## src/rtl/led_blink_scheduler_pkg.sv

```systemverilog
// Shared types and constants for the LED blink scheduler: rate codes, FSM states, half-period math.
package led_blink_pkg;

    localparam int unsigned FREQ_100 = 100;
    localparam int unsigned FREQ_50  = 50;
    localparam int unsigned FREQ_10  = 10;
    localparam int unsigned FREQ_1   = 1;

    typedef enum logic [1:0] {
        RATE_100 = 2'b00,
        RATE_50  = 2'b01,
        RATE_10  = 2'b10,
        RATE_1   = 2'b11
    } rate_e;

    typedef enum logic [1:0] {
        ST_IDLE,
        ST_ARB,
        ST_ON,
        ST_OFF
    } state_e;

    function automatic int unsigned half_count(input int unsigned clk_hz, input rate_e rate);
        int unsigned freq;
        case (rate)
            RATE_100: freq = FREQ_100;
            RATE_50:  freq = FREQ_50;
            RATE_10:  freq = FREQ_10;
            default:  freq = FREQ_1;
        endcase
        return clk_hz / (2 * freq);
    endfunction

endpackage

```

## src/rtl/led_blink_scheduler_if.sv

```systemverilog
// Requester-side bundle of the LED scheduler; master drives requests, slave is the scheduler.
interface led_blink_scheduler_if #(
    parameter int unsigned NUM_REQ = 4
);
    logic                   i_enable;
    logic [NUM_REQ-1:0]     i_req;
    logic [2*NUM_REQ-1:0]   i_rate;
    logic                   o_led_drive;
    logic [NUM_REQ-1:0]     o_grant;
    logic                   o_busy;

    modport master (
        output i_enable, i_req, i_rate,
        input  o_led_drive, o_grant, o_busy
    );

    modport slave (
        input  i_enable, i_req, i_rate,
        output o_led_drive, o_grant, o_busy
    );
endinterface

```

## src/rtl/led_blink_scheduler_rate_divider.sv

```systemverilog
// Half-period counter: counts 0..HALF-1 for the selected rate, terminal is combinational at HALF-1.
// Clear holds the count at zero; no backpressure, it free-runs whenever not cleared.
module led_rate_divider
    import led_blink_pkg::*;
#(
    parameter int unsigned CLK_HZ = 25000000
) (
    input  logic  clk,
    input  logic  rst,
    input  logic  clear,
    input  rate_e rate,
    output logic  terminal
);
    localparam int unsigned W = $clog2(CLK_HZ / 2);

    localparam logic [W-1:0] LAST_100 = W'(half_count(CLK_HZ, RATE_100) - 1);
    localparam logic [W-1:0] LAST_50  = W'(half_count(CLK_HZ, RATE_50)  - 1);
    localparam logic [W-1:0] LAST_10  = W'(half_count(CLK_HZ, RATE_10)  - 1);
    localparam logic [W-1:0] LAST_1   = W'(half_count(CLK_HZ, RATE_1)   - 1);

    logic [W-1:0] cnt;
    logic [W-1:0] last_cnt;

    always_comb begin
        last_cnt = LAST_100;
        case (rate)
            RATE_100: last_cnt = LAST_100;
            RATE_50:  last_cnt = LAST_50;
            RATE_10:  last_cnt = LAST_10;
            RATE_1:   last_cnt = LAST_1;
            default:  last_cnt = LAST_100;
        endcase
    end

    assign terminal = !clear && (cnt == last_cnt);

    always_ff @(posedge clk or posedge rst) begin
        if (rst) begin
            cnt <= '0;
        end else if (clear || cnt == last_cnt) begin
            cnt <= '0;
        end else begin
            cnt <= cnt + 1'b1;
        end
    end
endmodule

```

## src/rtl/led_blink_scheduler.sv

```systemverilog
// Round-robin owner of the board LED; blinks the granted rate for HOLD_PERIODS periods per grant.
// Outputs are registered, grant/LED rise 2 cycles after a request is seen; requesters simply wait.
module led_blink_scheduler
    import led_blink_pkg::*;
#(
    parameter int unsigned CLK_HZ       = 25000000,
    parameter int unsigned NUM_REQ      = 4,
    parameter int unsigned HOLD_PERIODS = 2
) (
    input  logic                 i_clock,
    input  logic                 i_reset,
    led_blink_scheduler_if.slave bus
);
    localparam int unsigned OW = (NUM_REQ > 1) ? $clog2(NUM_REQ) : 1;
    localparam int unsigned PW = $clog2(HOLD_PERIODS + 1);

    state_e             state, state_d;
    logic [OW-1:0]      last_owner, last_owner_d;
    rate_e              rate_q, rate_d;
    logic [PW-1:0]      period_cnt, period_cnt_d;
    logic [NUM_REQ-1:0] grant_d;
    logic               led_d;
    logic               any_req, found, terminal, div_clear;
    logic [OW-1:0]      pick, cand;

    assign any_req = |bus.i_req;

    // Search starts one past the previous owner so every requester gets a turn.
    always_comb begin
        found = 1'b0;
        pick  = last_owner;
        cand  = last_owner;
        for (int i = 1; i <= int'(NUM_REQ); i++) begin
            cand = OW'((int'(last_owner) + i) % int'(NUM_REQ));
            if (!found && bus.i_req[cand]) begin
                found = 1'b1;
                pick  = cand;
            end
        end
    end

    always_comb begin
        state_d      = state;
        last_owner_d = last_owner;
        rate_d       = rate_q;
        period_cnt_d = period_cnt;
        if (!bus.i_enable) begin
            state_d      = ST_IDLE;
            period_cnt_d = '0;
        end else begin
            case (state)
                ST_IDLE: if (any_req) state_d = ST_ARB;
                ST_ARB: begin
                    period_cnt_d = '0;
                    if (found) begin
                        state_d      = ST_ON;
                        last_owner_d = pick;
                        rate_d       = rate_e'(bus.i_rate[{pick, 1'b0} +: 2]);
                    end else begin
                        state_d = ST_IDLE;
                    end
                end
                ST_ON: if (terminal) state_d = ST_OFF;
                ST_OFF: begin
                    if (terminal) begin
                        if (period_cnt == PW'(HOLD_PERIODS - 1) || !bus.i_req[last_owner]) begin
                            state_d      = any_req ? ST_ARB : ST_IDLE;
                            period_cnt_d = '0;
                        end else begin
                            state_d      = ST_ON;
                            period_cnt_d = period_cnt + 1'b1;
                        end
                    end
                end
                default: state_d = ST_IDLE;
            endcase
        end
    end

    // Outputs decode the next state so they change on the same edge as the FSM.
    assign led_d   = (state_d == ST_ON);
    assign grant_d = (state_d == ST_ON || state_d == ST_OFF) ? (NUM_REQ'(1) << last_owner_d) : '0;

    assign div_clear = !bus.i_enable || !(state == ST_ON || state == ST_OFF);

    led_rate_divider #(
        .CLK_HZ (CLK_HZ)
    ) u_divider (
        .clk      (i_clock),
        .rst      (i_reset),
        .clear    (div_clear),
        .rate     (rate_q),
        .terminal (terminal)
    );

    always_ff @(posedge i_clock or posedge i_reset) begin
        if (i_reset) begin
            state           <= ST_IDLE;
            last_owner      <= OW'(NUM_REQ - 1);
            rate_q          <= RATE_100;
            period_cnt      <= '0;
            bus.o_led_drive <= 1'b0;
            bus.o_grant     <= '0;
            bus.o_busy      <= 1'b0;
        end else begin
            state           <= state_d;
            last_owner      <= last_owner_d;
            rate_q          <= rate_d;
            period_cnt      <= period_cnt_d;
            bus.o_led_drive <= led_d;
            bus.o_grant     <= grant_d;
            bus.o_busy      <= |grant_d;
        end
    end
endmodule

```

## src/flat_wrapper.sv

```systemverilog
// flat-port wrapper written by rule: the top's interface ports become plain ports
module led_blink_scheduler_flat import led_blink_pkg::*;
#(
    parameter int unsigned CLK_HZ       = 25000000,
    parameter int unsigned NUM_REQ      = 4,
    parameter int unsigned HOLD_PERIODS = 2
)
  (i_clock, i_reset, bus_i_enable, bus_i_req, bus_i_rate, bus_o_led_drive, bus_o_grant, bus_o_busy);
  led_blink_scheduler_if #(.NUM_REQ(NUM_REQ)) bus_i ();
  input  logic i_clock;
  input  logic i_reset;
  input wire logic [$bits(bus_i.i_enable)-1:0] bus_i_enable;
  input wire logic [$bits(bus_i.i_req)-1:0] bus_i_req;
  input wire logic [$bits(bus_i.i_rate)-1:0] bus_i_rate;
  output wire logic [$bits(bus_i.o_led_drive)-1:0] bus_o_led_drive;
  output wire logic [$bits(bus_i.o_grant)-1:0] bus_o_grant;
  output wire logic [$bits(bus_i.o_busy)-1:0] bus_o_busy;
  assign bus_i.i_enable = bus_i_enable;
  assign bus_i.i_req = bus_i_req;
  assign bus_i.i_rate = bus_i_rate;
  assign bus_o_led_drive = bus_i.o_led_drive;
  assign bus_o_grant = bus_i.o_grant;
  assign bus_o_busy = bus_i.o_busy;
  led_blink_scheduler #(.CLK_HZ(CLK_HZ), .NUM_REQ(NUM_REQ), .HOLD_PERIODS(HOLD_PERIODS)) u_core (.i_clock(i_clock), .i_reset(i_reset), .bus(bus_i));
endmodule
```

## config.mk

```make
export PLATFORM = sky130hd
export DESIGN_NAME = led_blink_scheduler_flat
export DESIGN_NICKNAME = d
export VERILOG_FILES = /design/src/rtl/led_blink_scheduler_pkg.sv /design/src/rtl/led_blink_scheduler_if.sv /design/src/rtl/led_blink_scheduler_rate_divider.sv /design/src/rtl/led_blink_scheduler.sv /design/src/flat_wrapper.sv
export SDC_FILE = /design/constraint.sdc
export NUM_CORES = 1
export LEC_CHECK = 0
export ABC_AREA = 0
export BUFFER_PORTS_ARGS = -buffer_cell sky130_fd_sc_hd__buf_2
export CAP_MARGIN = 10
export CORE_MARGIN = 2
export CORE_UTILIZATION = 54
export CTS_CLUSTER_DIAMETER = 60
export DETAILED_ROUTE_END_ITERATION = 12
export GPL_TIMING_DRIVEN = 0
export PLACE_DENSITY = 0.71
export SYNTH_ARGS = -nofsm -noshare
export SYNTH_HDL_FRONTEND = slang
export SYNTH_SLANG_ARGS = --single-unit
export TNS_END_PERCENT = 5
```

## constraint.sdc

```tcl
create_clock -name i_clock -period 4.95 [get_ports i_clock]
set_clock_uncertainty 0.05 [all_clocks]
set_input_delay 0.495 -clock i_clock [delete_from_list [all_inputs] [get_ports i_clock]]
set_output_delay 0.495 -clock i_clock [all_outputs]
set_load 0.05 [all_outputs]
```

==> out/results.ini, run 1 <==
[status]
status = completed

[global_routing]
use_met1 = 0.3094
grt_pass1_wl_um = 7058
top_usage_layer = met2
grt_overflow = 0
grt_usage = 0.2112
first_global_vias = 1545
grt_max_degree = 39
use_met2 = 0.3175
gr-usage-met3 = 0.04054
antenna_found_initial = 0

[pwr]
p_leak_uw = 0.001053
power_density_nw_per_um2 = 361.7
p_seq_frac = 0.418
pwr-share-comb = 0.279
power.total_uw = 870.7
peakVddDrop_mv = 0.2301
p_int_uw = 584.4
power.switching_uw = 286.3
clkPwrFrac = 0.303
netSwitchingFraction = 0.3288

[sta]
setup_viol = 0
worstMarginPinSlew_ps = 789.2
period_share = 0.4903
finalSetupTns_ps = 0
finalHoldViolCount = 0
period_minus_slack_ps = 2427
max-slew-margin-rel = 0.4731
rsz0062_at_grt = false
clock.fmax_mhz = 412.0
slew_violations = 0

[floorplan]
initial_core_util = 0.5741
row_count = 22
core-area_um2 = 3716
die-area_um2 = 4470
die_width_um = 66.86
pin_count = 21
die_y_um = 66.86

[placed_design]
dpl.hpwl_um = 3011
dp.cells = 292
port_buffers = 20
gp_congestion = 0.8055

[synth]
synthCells = 224
yosysWarnings = 0
synth_area_um2 = 2133
async_reset_ff_frac = 1.000
ys_ff_latch = 38
syn_area_per_cell_um2 = 9.524
ys_seq_area_frac = 0.4469
syn-num-nets = 245
synth_edf_count = 0
synth.distinct_cells = 47
synth-main-ff-cell = dfrtp_1

[routing]
antenna_left = 0
dr.first_iter.drc_count = 76
wirelength_um = 4087
drc = 0
wl_per_cell_um = 13.62
viasPerCell = 5.540
first_pass_iters = 4
vias = 1662

[clocking]
clock-sinks = 38
cts_root_buf = clkbuf_8
cts_resized = 0
cts_setup_buffers = 0
htree_num_levels = 2
cts_max_path_buffers = 2
clkLatencyLatePin_ps = 290
numCtsBuffers = 5
cts_tree = done
path_clk_slew_ps = 80
hold_buffers = 0

[layout]
stdcell_count = 300
drive_gt1_frac = 0.1786
antenna_cells = 0
final_common_cell = dfrtp_1
layout.nets = 272
multiInputGateArea_um2 = 1091
seq_area_um2 = 953.4
syn_to_final_growth_pct = 12.84
fillCellCount = 310
final_cell_mix = dfrtp_1, nor2_1, buf_2

[worst_hold_path]
worstHoldPathType = input pin to async pin

[critical_path]
arrival_ps = 2560
path_class = flip-flop to flip-flop
startpoint_type = flip-flop
crit_fanout = 8
setup.worst_path.end_class = flip-flop
crit_required_ps = 5080

[flow_run]
drv_cap = 0

==> per-layer routing <==
layer,wire (µm),vias to the layer above
met4,34,0
li1,-,834
met3,204,4
met2,1837,40
met1,2011,784
met5,0,-
==> worst paths after layout <==
| check | startpoint | endpoint | slack [ps] | cells after the start |
|---|---|---|---|---|
| min reg2reg | u_core.period_cnt[0]$_DFFE_PP0P_ | u_core.period_cnt[0]$_DFFE_PP0P_ | 430 | 1 |
| max reg2reg | u_core.rate_q[1]$_DFFE_PP0P_ | u_core.period_cnt[1]$_DFFE_PP0P_ | 2520 | 7 |
| min | i_reset | u_core.bus.o_busy$_DFF_PP0_ | 290 | 2 |
| min in group i_clock | u_core.period_cnt[0]$_DFFE_PP0P_ | u_core.period_cnt[0]$_DFFE_PP0P_ | 430 | 1 |
| max in group asynchronous | i_reset | u_core.u_divider.cnt[14]$_DFF_PP0_ | 4040 | 2 |
| max | u_core.rate_q[1]$_DFFE_PP0P_ | u_core.period_cnt[1]$_DFFE_PP0P_ | 2520 | 7 |
==> registers in the layout, indices dropped and copies added (netlist names) <==
name                    count
u_core.bus.o_busy           1
u_core.bus.o_grant          4
u_core.u_divider.cnt       24
u_core.rate_q               2
u_core.period_cnt           2
u_core.state                2
u_core.last_owner           2
u_core.bus.o_led_drive      1
==> final cells by class <==
class / instances / area share
well taps: 48 / 0.02495
flip-flops and latches: 38 / 0.3960
plain buffers: 6 / 0.01351
repair buffers: 20 / 0.04158
clock inverters: 3 / 0.01871
inverters: 15 / 0.02339
multi-input cells: 165 / 0.4532
clock buffers: 5 / 0.02859
==> Yosys cell counts, types with 2 or more instances <==
library cell	n	area [µm²]
nand3_1	8	40.04
buf_2	2	10.01
inv_1	15	56.30
o211ai_1	2	15.01
nor2b_1	4	25.02
nor4_1	2	12.51
and2_1	2	12.51
nand2_1	17	63.81
nor3_2	3	30.03
dfstp_2	2	52.55
a211oi_1	2	15.01
o21ai_0	5	25.02
nor3b_1	2	15.01
and3_1	8	50.05
nand4_1	6	37.54
nor4_2	2	25.02
nor3_1	9	45.04
o221ai_1	2	17.52
mux2i_1	5	50.05
xnor2_1	14	122.6
nor2_1	29	108.9
o22ai_1	4	25.02
dfrtp_1	36	900.9
clkbuf_1	2	7.510
nand2b_1	5	31.28
buf_4	2	15.01
xor2_1	9	78.83
ha_1	6	75.07
==> cells by family after synthesis <==
group                    after synthesis  synth area share
AND/OR/NAND/NOR                      102            0.2528
flip-flops                            38            0.4469
AO/OA/AOI/OAI                         29            0.1056
XOR/XNOR                              23           0.09443
buffers and inverters                 21           0.04164
adder cells (fa/ha/maj)                6           0.03519
multiplexers                           5           0.02346
==> metrics by stage <==
| stage | area [µm²] | hold slack, ps | setup slack [ps] | utilization |
|---|---|---|---|---|
| 6_report | 2407 | 289.9 | 2523 | 0.6478 |
| 5_1_grt | 2407 | 369.6 | 2383 | 0.6478 |
| 4_1_cts | 2407 | 321.8 | 2487 | 0.6478 |
| 3_5_place_dp | 2293 | 423.8 | 2511 | 0.6172 |
| 3_3_place_gp | 2293 | 417.8 | 2568 | 0.6172 |
| 2_1_floorplan | 2133 | 401.6 | 2819 | - |
==> power by group through the flow <==
stage                     logic, µW  clock network [µW]  registers (µW)
after floorplan                 166                   0             391
after global placement          240                   0             369
after detailed placement        243                   0             370
after CTS                       244                 271             364
after global routing            273                 286             367
final                           243                 264             364
==> critical path: stages (launching register included) <==
cell and delay [ps]:
dfrtp_1 450, ha_1 240, or4b_1 550, nor3_2 160, o21ai_2 100, o31ai_4 410
a21boi_2 250, o22ai_1 90
Note: power is estimated with default switching activity, not from simulation.
==> run 2: changes to the inputs <==
- clock period: 4.95 -> 2.3 ns (I/O delays scaled with it)
==> run 2 against run 1 <==
Critical endpoint is now u_core.u_divider.cnt[16]$_DFF_PP0_. Setup slack worse by 2500 ps. Design area up 4.4%. Largest power group unchanged. Global-route usage rose by 0.58 points. Hold slack lost 270 ps. Non-clock buffer count up 8. Sequential share of layout area decreased by 1.6 points. Power up 120%. Final cell count grew 2.7%. Sequential power rose by 110%.
==> out/results.ini, run 2 (same netlist as run 1, synthesis figures left out) <==
[routing]
antenna_left = 0
vias = 1700
wirelength_um = 4204
wl_per_cell_um = 13.65
first_pass_iters = 4
dr.first_iter.drc_count = 83
drc = 0
viasPerCell = 5.519

[floorplan]
initial_core_util = 0.5741
pin_count = 21
core-area_um2 = 3716
row_count = 22
die_width_um = 66.86
die-area_um2 = 4470
die_y_um = 66.86

[layout]
drive_gt1_frac = 0.2269
layout.nets = 280
final_cell_mix = dfrtp_1, nor2_1, buf_2
antenna_cells = 0
fillCellCount = 291
largest_reg_flops = 24
top_regs = u_core.u_divider.cnt x24, u_core.bus.o_grant x4
largest-register = u_core.u_divider.cnt
final_common_cell = dfrtp_1
syn_to_final_growth_pct = 17.77

[critical_path]
reg2reg_depth = 8
path_buf_inv = 2
cp_top_family = simple AND/OR/NAND/NOR gates
cp.depth = 8
crit_slowest_cell = or4b_4
startpoint_type = flip-flop
arrival_ps = 2420
setup.worst_path.end_class = flip-flop
path_class = flip-flop to flip-flop
max_stage_delay_ps = 490
cp_cell_sequence = ha_2, or4b_4, nor3_4, o21ai_2, o31ai_4, buf_6, buf_4, nor2_1
crit_fanout = 10
crit_required_ps = 2430

[sta]
slew_violations = 0
finalHoldViolCount = 0
period_minus_slack_ps = 2292
period_share = 0.9964
rsz0062_at_grt = true
finalSetupTns_ps = 0
max-slew-margin-rel = 0.4758
setup_viol = 0
clock.fmax_mhz = 436.4
hold_slack_ps = 23.88
worstMarginPinSlew_ps = 785.1

[clocking]
clkLatencyLatePin_ps = 290
path_clk_slew_ps = 80
hold_buffers = 0
cts_tree = done
htree_num_levels = 2
clock-sinks = 38
cts_max_path_buffers = 2
cts_root_buf = clkbuf_8
numCtsBuffers = 5

[pwr]
power_density_nw_per_um2 = 776.3
peakVddDrop_mv = 0.4937
power.total_uw = 1951
p_leak_uw = 0.001098

[global_routing]
grt_pass1_wl_um = 7279
grt_overflow = 0
use_met2 = 0.3313
gr-usage-met3 = 0.04054
antenna_found_initial = 0
first_global_vias = 1590
grt_usage = 0.2170
grt_max_degree = 39
top_usage_layer = met2
use_met1 = 0.3148

[placed_design]
port_buffers = 20
dpl.hpwl_um = 3011
gp_congestion = 0.8055

[flow_run]
drv_cap = 0

[status]
status = completed

[worst_hold_path]
worstHoldPathType = input pin to async pin

[run 2: changes by cell type in the layout (fill, tap and decap cells not counted), sizes merged]
| cell | previous run | this run |
|---|---|---|
| buf | 24 | 32 |
[run 2: metal layers]
| layer | part of all wire | vias to the layer above |
|---|---|---|
| met3 | 0.038 | 4 |
| met4 | 0.0086 | 0 |
| met1 | 0.50 | 811 |
| met2 | 0.46 | 37 |
| met5 | 0 | - |
| li1 | - | 848 |
[run 2: area by class of cell]
class                      count  area (µm²)  share of cell area
inverter                      15       56.30             0.02241
buffer                         6       32.53             0.01295
clock inverter                 3       45.04             0.01793
tap                           48       60.06             0.02390
timing repair buffer          28       163.9             0.06524
multi-input combinational    165        1131              0.4502
sequential                    38       954.7              0.3800
clock buffer                   5       68.82             0.02739
[run 2: what timing repair did]
action / in CTS / in global routing
buffers inserted: 7 / 1
setup endpoints to repair: 22 / 34
gates resized for setup: 3 / 6
pin swaps: 6 / 3
endpoints found under the hold margin: 0 / 0
[run 2: worst reg2reg max path, delay by kind of cell (launching register included)]
| family | cells | cell delay [ps] |
|---|---|---|
| compound gates | 2 | 420 |
| fa+ha+maj | 1 | 210 |
| buf+inv | 2 | 320 |
| flops | 1 | 440 |
| simple gates | 3 | 730 |
[run 2: worst paths after layout]
path,from,end,slack [ps]
max in group asynchronous,i_reset,u_core.rate_q[1]$_DFFE_PP0P_,1630
min reg2reg,u_core.period_cnt[0]$_DFFE_PP0P_,u_core.period_cnt[0]$_DFFE_PP0P_,440
min,i_reset,u_core.bus.o_busy$_DFF_PP0_,20
max reg2reg,u_core.rate_q[1]$_DFFE_PP0P_,u_core.u_divider.cnt[16]$_DFF_PP0_,8
min in group i_clock,bus_i_enable,u_core.state[0]$_DFF_PP0_,180
max,u_core.rate_q[1]$_DFFE_PP0P_,u_core.u_divider.cnt[16]$_DFF_PP0_,8
[run 2: metrics by stage]
stage | instance area [µm²] | setup WS (ps) | utilization | std cells
finish | 2512 | 8.262 | 0.6761 | 308
floorplan | 2133 | 169.4 | - | 224
CTS | 2472 | -37.04 | 0.6653 | 307
detailed placement | 2293 | -139.4 | 0.6172 | 292
global route | 2512 | -102.9 | 0.6761 | 308
global placement | 2293 | -81.63 | 0.6172 | 292
[run 2: power by group]
part / switching, µW / internal (µW)
Combinational: 352 / 249
Clock: 245 / 323
Sequential: 44.4 / 737
